## src/rtl/led_pwm_monitor.sv

```systemverilog
// led_pwm_monitor: receive-side decoder for the 8-bit one-hot PWM LED bus.
// Locks onto the first PWM rising edge, then measures back-to-back windows
// of WINDOW cycles. For each window it reports the on-time, the lit LED, the
// duty trend against the previous lit window, and one-hot/stability errors.
module led_pwm_monitor #(
  parameter int WINDOW = 501,
  parameter int CNT_W  = 16
) (
  input  logic             clk,
  input  logic             rst_n,
  input  logic [7:0]       led_in,
  output logic             sample_valid,
  output logic [CNT_W-1:0] duty_out,
  output logic [2:0]       led_idx,
  output logic [1:0]       dir,
  output logic             dark,
  output logic             multi_err,
  output logic             led_step
);

  typedef enum logic {
    SYNC,
    MEASURE
  } state_e;

  localparam logic [1:0] DIR_EQ   = 2'b00;
  localparam logic [1:0] DIR_UP   = 2'b01;
  localparam logic [1:0] DIR_DOWN = 2'b10;

  localparam logic [CNT_W-1:0] LAST_SAMPLE = CNT_W'(WINDOW - 1);

  // Index of the lowest set bit; 0 when the bus is dark.
  function automatic logic [2:0] lowest_bit(input logic [7:0] v);
    lowest_bit = 3'd0;
    for (int i = 7; i >= 0; i--) begin
      if (v[i]) lowest_bit = 3'(i);
    end
  endfunction

  state_e           state_q, state_d;
  logic             prev_led_q, prev_led_d;
  logic [CNT_W-1:0] win_cnt_q, win_cnt_d;
  logic [CNT_W-1:0] hi_cnt_q, hi_cnt_d;
  logic [2:0]       first_idx_q, first_idx_d;
  logic             first_vld_q, first_vld_d;
  logic             err_acc_q, err_acc_d;
  logic             hist_vld_q, hist_vld_d;
  logic [CNT_W-1:0] prev_duty_q, prev_duty_d;
  logic             sample_valid_q, sample_valid_d;
  logic [CNT_W-1:0] duty_q, duty_d;
  logic [2:0]       led_idx_q, led_idx_d;
  logic [1:0]       dir_q, dir_d;
  logic             dark_q, dark_d;
  logic             multi_err_q, multi_err_d;
  logic             led_step_q, led_step_d;

  logic             led_nz;
  logic             multi_bits;
  logic             rise;
  logic [2:0]       cur_idx;
  logic             sample_err;
  logic [CNT_W-1:0] hi_next;
  logic [2:0]       win_idx;

  // Per-sample decode of the bus: edge, lit LED and protocol violations.
  always_comb begin
    led_nz     = |led_in;
    // x & (x-1) clears the lowest set bit, so any residue means >1 bit lit.
    multi_bits = (led_in & (led_in - 8'd1)) != 8'd0;
    rise       = led_nz && !prev_led_q;
    cur_idx    = lowest_bit(led_in);
    sample_err = multi_bits || (first_vld_q && led_nz && (cur_idx != first_idx_q));
    hi_next    = hi_cnt_q + CNT_W'(led_nz);
    win_idx    = first_vld_q ? first_idx_q : cur_idx;
  end

  // Next-state logic: window alignment, accumulation and close-out results.
  always_comb begin
    // NOTE: every _d starts from its hold value so no path leaves it unassigned
    // (an unassigned path in combinational logic infers a latch).
    state_d        = state_q;
    prev_led_d     = led_nz;
    win_cnt_d      = win_cnt_q;
    hi_cnt_d       = hi_cnt_q;
    first_idx_d    = first_idx_q;
    first_vld_d    = first_vld_q;
    err_acc_d      = err_acc_q;
    hist_vld_d     = hist_vld_q;
    prev_duty_d    = prev_duty_q;
    sample_valid_d = 1'b0;
    duty_d         = duty_q;
    led_idx_d      = led_idx_q;
    dir_d          = dir_q;
    dark_d         = dark_q;
    multi_err_d    = multi_err_q;
    led_step_d     = 1'b0;

    unique case (state_q)
      SYNC: begin
        // The rising-edge cycle itself is sample 0 of the first window.
        if (rise) begin
          win_cnt_d   = CNT_W'(1);
          hi_cnt_d    = CNT_W'(1);
          first_idx_d = cur_idx;
          first_vld_d = 1'b1;
          err_acc_d   = multi_bits;
          state_d     = MEASURE;
        end
      end

      MEASURE: begin
        if (win_cnt_q != LAST_SAMPLE) begin
          win_cnt_d = win_cnt_q + CNT_W'(1);
          hi_cnt_d  = hi_next;
          err_acc_d = err_acc_q | sample_err;
          if (!first_vld_q && led_nz) begin
            first_idx_d = cur_idx;
            first_vld_d = 1'b1;
          end
        end else begin
          // Last sample of the window: publish results and restart with no gap.
          sample_valid_d = 1'b1;
          duty_d         = hi_next;
          multi_err_d    = err_acc_q | sample_err;
          dark_d         = (hi_next == '0);
          win_cnt_d      = '0;
          hi_cnt_d       = '0;
          err_acc_d      = 1'b0;
          first_vld_d    = 1'b0;
          if (hi_next == '0) begin
            // A dark window means the PWM stream is gone: realign on the next edge.
            dir_d      = DIR_EQ;
            hist_vld_d = 1'b0;
            state_d    = SYNC;
          end else begin
            led_idx_d   = win_idx;
            led_step_d  = hist_vld_q && (win_idx != led_idx_q);
            if (!hist_vld_q)             dir_d = DIR_EQ;
            else if (hi_next > prev_duty_q) dir_d = DIR_UP;
            else if (hi_next < prev_duty_q) dir_d = DIR_DOWN;
            else                         dir_d = DIR_EQ;
            prev_duty_d = hi_next;
            hist_vld_d  = 1'b1;
          end
        end
      end

      default: state_d = SYNC;
    endcase
  end

  // State and output registers with synchronous active-low reset.
  always_ff @(posedge clk) begin
    // NOTE: sequential state uses non-blocking assignments so every register
    // samples the pre-edge values, independent of statement order.
    if (!rst_n) begin
      state_q        <= SYNC;
      prev_led_q     <= 1'b0;
      win_cnt_q      <= '0;
      hi_cnt_q       <= '0;
      first_idx_q    <= '0;
      first_vld_q    <= 1'b0;
      err_acc_q      <= 1'b0;
      hist_vld_q     <= 1'b0;
      prev_duty_q    <= '0;
      sample_valid_q <= 1'b0;
      duty_q         <= '0;
      led_idx_q      <= '0;
      dir_q          <= DIR_EQ;
      dark_q         <= 1'b0;
      multi_err_q    <= 1'b0;
      led_step_q     <= 1'b0;
    end else begin
      state_q        <= state_d;
      prev_led_q     <= prev_led_d;
      win_cnt_q      <= win_cnt_d;
      hi_cnt_q       <= hi_cnt_d;
      first_idx_q    <= first_idx_d;
      first_vld_q    <= first_vld_d;
      err_acc_q      <= err_acc_d;
      hist_vld_q     <= hist_vld_d;
      prev_duty_q    <= prev_duty_d;
      sample_valid_q <= sample_valid_d;
      duty_q         <= duty_d;
      led_idx_q      <= led_idx_d;
      dir_q          <= dir_d;
      dark_q         <= dark_d;
      multi_err_q    <= multi_err_d;
      led_step_q     <= led_step_d;
    end
  end

  assign sample_valid = sample_valid_q;
  assign duty_out     = duty_q;
  assign led_idx      = led_idx_q;
  assign dir          = dir_q;
  assign dark         = dark_q;
  assign multi_err    = multi_err_q;
  assign led_step     = led_step_q;

endmodule

```

## config.mk

```make
export PLATFORM = sky130hd
export DESIGN_NAME = led_pwm_monitor
export DESIGN_NICKNAME = d
export VERILOG_FILES = /design/src/rtl/led_pwm_monitor.sv
export SDC_FILE = /design/constraint.sdc
export NUM_CORES = 1
export LEC_CHECK = 0
export ABC_CLOCK_PERIOD_IN_PS = 7200
export CAP_MARGIN = 20
export CORE_MARGIN = 4
export CORE_UTILIZATION = 40
export CTS_BUF_LIST = sky130_fd_sc_hd__clkbuf_8
export DETAILED_ROUTE_END_ITERATION = 6
export PLACE_DENSITY_LB_ADDON = 0.2
export SLEW_MARGIN = 20
export SYNTH_ARGS = -nofsm -noshare
export SYNTH_HDL_FRONTEND = slang
export SYNTH_SLANG_ARGS = --single-unit
```

## constraint.sdc

```tcl
create_clock -name clk -period 7.2 [get_ports clk]
set_clock_uncertainty 0.1 [all_clocks]
set_input_delay 0.72 -clock clk [delete_from_list [all_inputs] [get_ports clk]]
set_output_delay 0.72 -clock clk [all_outputs]
set_load 0.02 [all_outputs]
```

### Word level (Yosys, flattened, before mapping)

Index checks and enable logic that the tools add are counted.

* flip-flop bits (word level): 81
* input port bits: 10
* output and inout port bits: 25
* logic and storage cells: 85

* $add $sub $neg: 3
* $lt $le $gt $ge: 2
* equality and inequality tests: 7
* mux-type cells: 34
* bitwise operators: 6
* reduce and logical (&&, ||, !) cells: 17

Operators by type and width (number)
* $pmux W16 S2: 2
* $mux W16: 3
* $mux W3: 12
* $add A16 B1 Y16: 1
* $add A16 B1 Y16 const B: 1
* $gt A16 B16 Y1: 1
* $logic_not A16 Y1: 1
* $lt A16 B16 Y1: 1
* $ne A16 B9 Y1 const B: 1
* $mux W1: 9
* $and A8 B8 Y8: 1
* $mux W2: 4
* $reduce_bool A8 Y1: 1
* $reduce_or A8 Y1: 1
* $sub A8 B1 Y8 const B: 1
* $ne A3 B3 Y1: 2
* $pmux W1 S2: 3
* $pmux W3 S2: 1
* $reduce_and A2 Y1: 3
* $reduce_and A3 Y1: 2
* $logic_and A1 B1 Y1: 5
* $ne A2 B1 Y1 const B: 2
* $not A1 Y1: 4
* $reduce_or A4 Y1: 1
* other kinds (5): 6

### Logic depth before layout (Yosys ltp)

* depth in word-level cells: 14
* depth in mapped cells: 17
* gate-level depth less buffers: 16

### Worst setup path after synthesis

Ideal clock, no wire load.

* path kind: input to register
* from: input port led_in[0]
* to: register dir_q[1] (netlist: dir[1])
* library setup time: 0.059 ns
* arrival time: 3.573 ns
* data required time: 7.041 ns
* path slack: 3.469 ns
* stages: 16
* path buffers: 1
* cell sequence: nor2_1 > nand4_1 > ha_1 > ha_1 > buf_2 > nand3_2 > nor2_2 > nand4_1 > xnor2_1 > ha_1 > nand4_1 > nor2_1 > a221oi_1 > o221ai_1 > nor4_1 > a31o_1

* cells in the longest elaborated chain, start to end: 7
* elaborated cells between the ends (all ways): 9
* those cells by class: add/sub: 1; order compare: 2; mux: 4; reduce/logical: 2

Ends and longest elaborated chain
* start: declaration: line 11 `input logic [7:0] led_in,`
* $reduce_or A8 Y1 *: line 67 `led_nz = |led_in;`
* via led_nz: line 57 `logic led_nz;`
* $add A16 B1 Y16 *: line 73 `hi_next = hi_cnt_q + CNT_W'(led_nz);`
* via hi_next[10]: line 62 `logic [CNT_W-1:0] hi_next;`
* $lt A16 B16 Y1: line 140 `else if (hi_next < prev_duty_q) dir_d = DIR_DOWN;`
* $mux W2: line 140
* $mux W2: line 139 `else if (hi_next > prev_duty_q) dir_d = DIR_UP;`
* $mux W2: line 138 `if (!hist_vld_q) dir_d = DIR_EQ;`
* $mux W2 *: line 130 `if (hi_next == '0) begin`
* end signal: assignment: line 186 `dir_q <= dir_d;`
* end: declaration: line 52 `logic [1:0] dir_q, dir_d;`

Mark *: on every way through the listed nets, which the timed path passes. The rest lies on a longest branch.
A chain may end at the register's enable or synchronous reset.

### Final worst setup path

* from: input port led_in[1]
* to: register dir_q[1] (netlist: dir[1])

The elaborated chain is that of the path after synthesis.

==> reports/results.txt <==
outcome: finished clean
Fillers: 1,046
largest family of logic cells by synthesized area: simple AND/OR/NAND/NOR gates
Yosys reg bits: 81
std cell rows: 37
syn_nets: 548
Post-Synth XOR/XNOR Area: 5.83%
post-route setup slack: 2.65 ns
Synth Area in Compound Gates: 20.0%
input/output buffers: 34
worst-path fanout max: 8
clock tree root buffer cell: clkbuf_8
post-synthesis simple-gate area fraction: 23.9%
VDD IR max: 0.126 mV
Post CTS Setup Buffer Count: 0
non-filler cells, final: 678
Synth top area share: 37.6%
crit-path max cell delay: 0.52 ns
Iter 0 DRT Violations: 217
Top Usage Layer GRT: met2
Seq/Total Area, Yosys: 37.6%
share of cells above drive strength 1: 8.67%
via count: 3,682
Tmin final: 4.55 ns
GPL Wtd Cong: 0.881
TritonCTS Sinks: 81
post-placement cell count: 662
met2 Track Usage GR: 25.5%
total track usage: 16.1%
CTS tree: built
initial core utilization: 41.4%
Via density: 5.43
Most used DFF post-synth: dfxtp_1
global route overflow: 0
count of cell types in the netlist: 68
Critical Path Most Common Cell: ha_1
fmax: 0.220 GHz
Wirelength per Cell: 14.7 um
Leak Pwr: 1.79 nW
HP Class: reg -> reg
Pint: 0.000608 W
Post-synth EDFFs: 0
total net switching power: 0.000212 W
final setup vio count: 0
core area: 10,400 um^2
deepest clock path buffer count: 2
die span in y: 112 um
unrepaired setup endpoints after global routing: false
Power Density: 168 nW/um^2
drt drc: 0
CP required: 7.40 ns
Post-synth ARST share: 0%
TNS Setup: 0 ns
slowest CP cell: clkdlybuf4s50_1
CTS Hold Bufs: 0
Post-Synth Adder-Cell Area: 5.80%
CTS resizes: 0
register share of total power: 55.8%
Layout Nets: 567
CTS clk-pin slew, worst paths: 0.08 ns
hpwl dp: 6940 um
synth cell count leaders: dfxtp_1 (81), nand2_1 (63), nor2_1 (55), a21oi_1 (44), inv_1 (24)
Mapped Cells: 518
Clock Power Share: 36.2%
ant diodes: 0
first-pass GRT wire length: 16,800 um
met1 Usage GRT: 22.2%
Sw Ratio: 25.9%
Util after Layout: 46.8%
Worst slew margin: 44.8%
Syn Area/Cell: 8.33 um^2
synth top area cells: dfxtp_1 (38%), ha_1 (5.8%), nand2_1 (5.5%), a21oi_1 (5.1%), nor2_1 (4.8%)
Global Route met3 Usage: 3.48%
Setup CP Type: in -> reg
WP data arrival: 4.74 ns
number of global-route vias before repair: 3,437
Post-Syn Area: 4320 um^2
mux cell area share after synthesis: 0.986%
Max Cap Violations: 0
top-count cell post-synth: dfxtp_1
worst slack at placement: 2.31 ns
final WL: 9960 um
clk_lat worst skew: 0.36 ns
Die Width: 112 um
CP endpoint kind: flip-flop
yosys warns: 0
I/O pin count: 35
H-Tree Depth: 3
post-synth top area cell: dfxtp_1
Syn-to-layout area delta: 13.0%
Max Slew Vio Count: 0
TritonCTS Buffers: 9
worst-path cell chain: clkdlybuf4s50_1 -> nor2_1 -> nand4_1 -> ha_1 -> ha_1 -> nand3_2 -> nor2_2 -> nand2_1 -> xnor2_1 -> ha_1 -> nand4_1 -> nor2_1 -> a221oi_1 -> o221ai_1 -> nor4_1 -> a31o_1
Post-DRT Antenna Nets: 0
period utilization: 63.1%
die area: 12,500 um^2
Worst setup SP type: input port
power share of the combinational group: 8.0%
largest net degree at the start of global routing: 63
Initial DRT Pass Iterations: 4
Final Hold Fails: 0
worst slew pin tran: 0.826 ns
initial antenna violation count: 0
layout by cell type, fill, tap and decap left out, types with 9 or more instances in the layout:
cell	netlist	layout
dfxtp_1	81	81
xor2_1	9	9
nand3_1	23	23
xnor2_1	16	16
nor3_1	11	11
o21ai_0	23	23
nand2_1	63	63
clkdlybuf4s50_1	0	34
a22oi_1	16	16
nor2_1	55	55
clkbuf_8	0	10
a21oi_1	44	43
inv_1	24	26
ha_1	20	20
final timing paths:
check,start,end,slack (ns),depth (start not counted)
setup / recovery,led_in[1],dir[1]$_SDFFE_PN0P_,2.65,16
hold / removal,duty_out[2]$_SDFFE_PN0P_,duty_out[2]$_SDFFE_PN0P_,0.35,2
setup reg to reg,hi_cnt_q[0]$_SDFFE_PN0P_,dir[1]$_SDFFE_PN0P_,3.71,13
hold reg to reg,duty_out[2]$_SDFFE_PN0P_,duty_out[2]$_SDFFE_PN0P_,0.35,2
area by class of cell:
cell class	count	area [um^2]	area share, %
Clock inverter	6	36.3	0.744
Tap cell	136	170	3.49
Timing Repair Buffer	37	363	7.44
Clock buffer	10	138	2.82
Multi-Input combinational cell	383	2450	50.3
Sequential cell	81	1620	33.3
Inverter	25	93.8	1.92
cells by family (layout without fill, tap and decap cells):
group | Yosys count | count (layout)
muxes | 4 | 4
and+or+nand+nor | 202 | 202
adders and majority gates | 20 | 20
xor gates and xnor gates | 27 | 27
AOI/OAI and AO/OA | 130 | 130
buffers and inverters | 54 | 78
DFF | 81 | 81
state kept, by name, indices dropped and copies added, names as in the netlist, 2 cells and up:
name,cells
hi_cnt_q,16
first_idx_q,3
led_idx,3
duty_out,16
prev_duty_q,16
win_cnt_q,16
dir,2
stage by stage:
stage                     total power, W  cell area, um^2  hold WS, ns
after CTS                       0.000831             4870        0.357
final                           0.000820             4880        0.354
after global routing            0.000854             4880        0.386
after detailed placement        0.000533             4690        0.346
after global placement          0.000532             4690        0.340
after floorplan                 0.000513             4320        0.335
power groups by stage:
stage / registers [W] / clock network, W / logic [W]
global placement: 0.000468 / 0 / 0.0000640
detailed placement: 0.000468 / 0 / 0.0000649
floorplan: 0.000465 / 0 / 0.0000479
CTS: 0.000457 / 0.000308 / 0.0000651
global route: 0.000459 / 0.000322 / 0.0000731
finish: 0.000458 / 0.000297 / 0.0000654
metal layers:
metal	part of all wire (%)	up-vias
met4	1.0	0
met5	0	-
met3	4.2	8
met1	49	1750
met2	45	61
li1	-	1863
critical path, delay by kind of cell:
kind            cells  cell delay [ns]
fa+ha+maj           3             0.99
compound gates      3             0.64
simple gates        8             1.41
buf+inv             1             0.52
xor+xnor            1             0.45
Power figures use the tool's default switching activity.
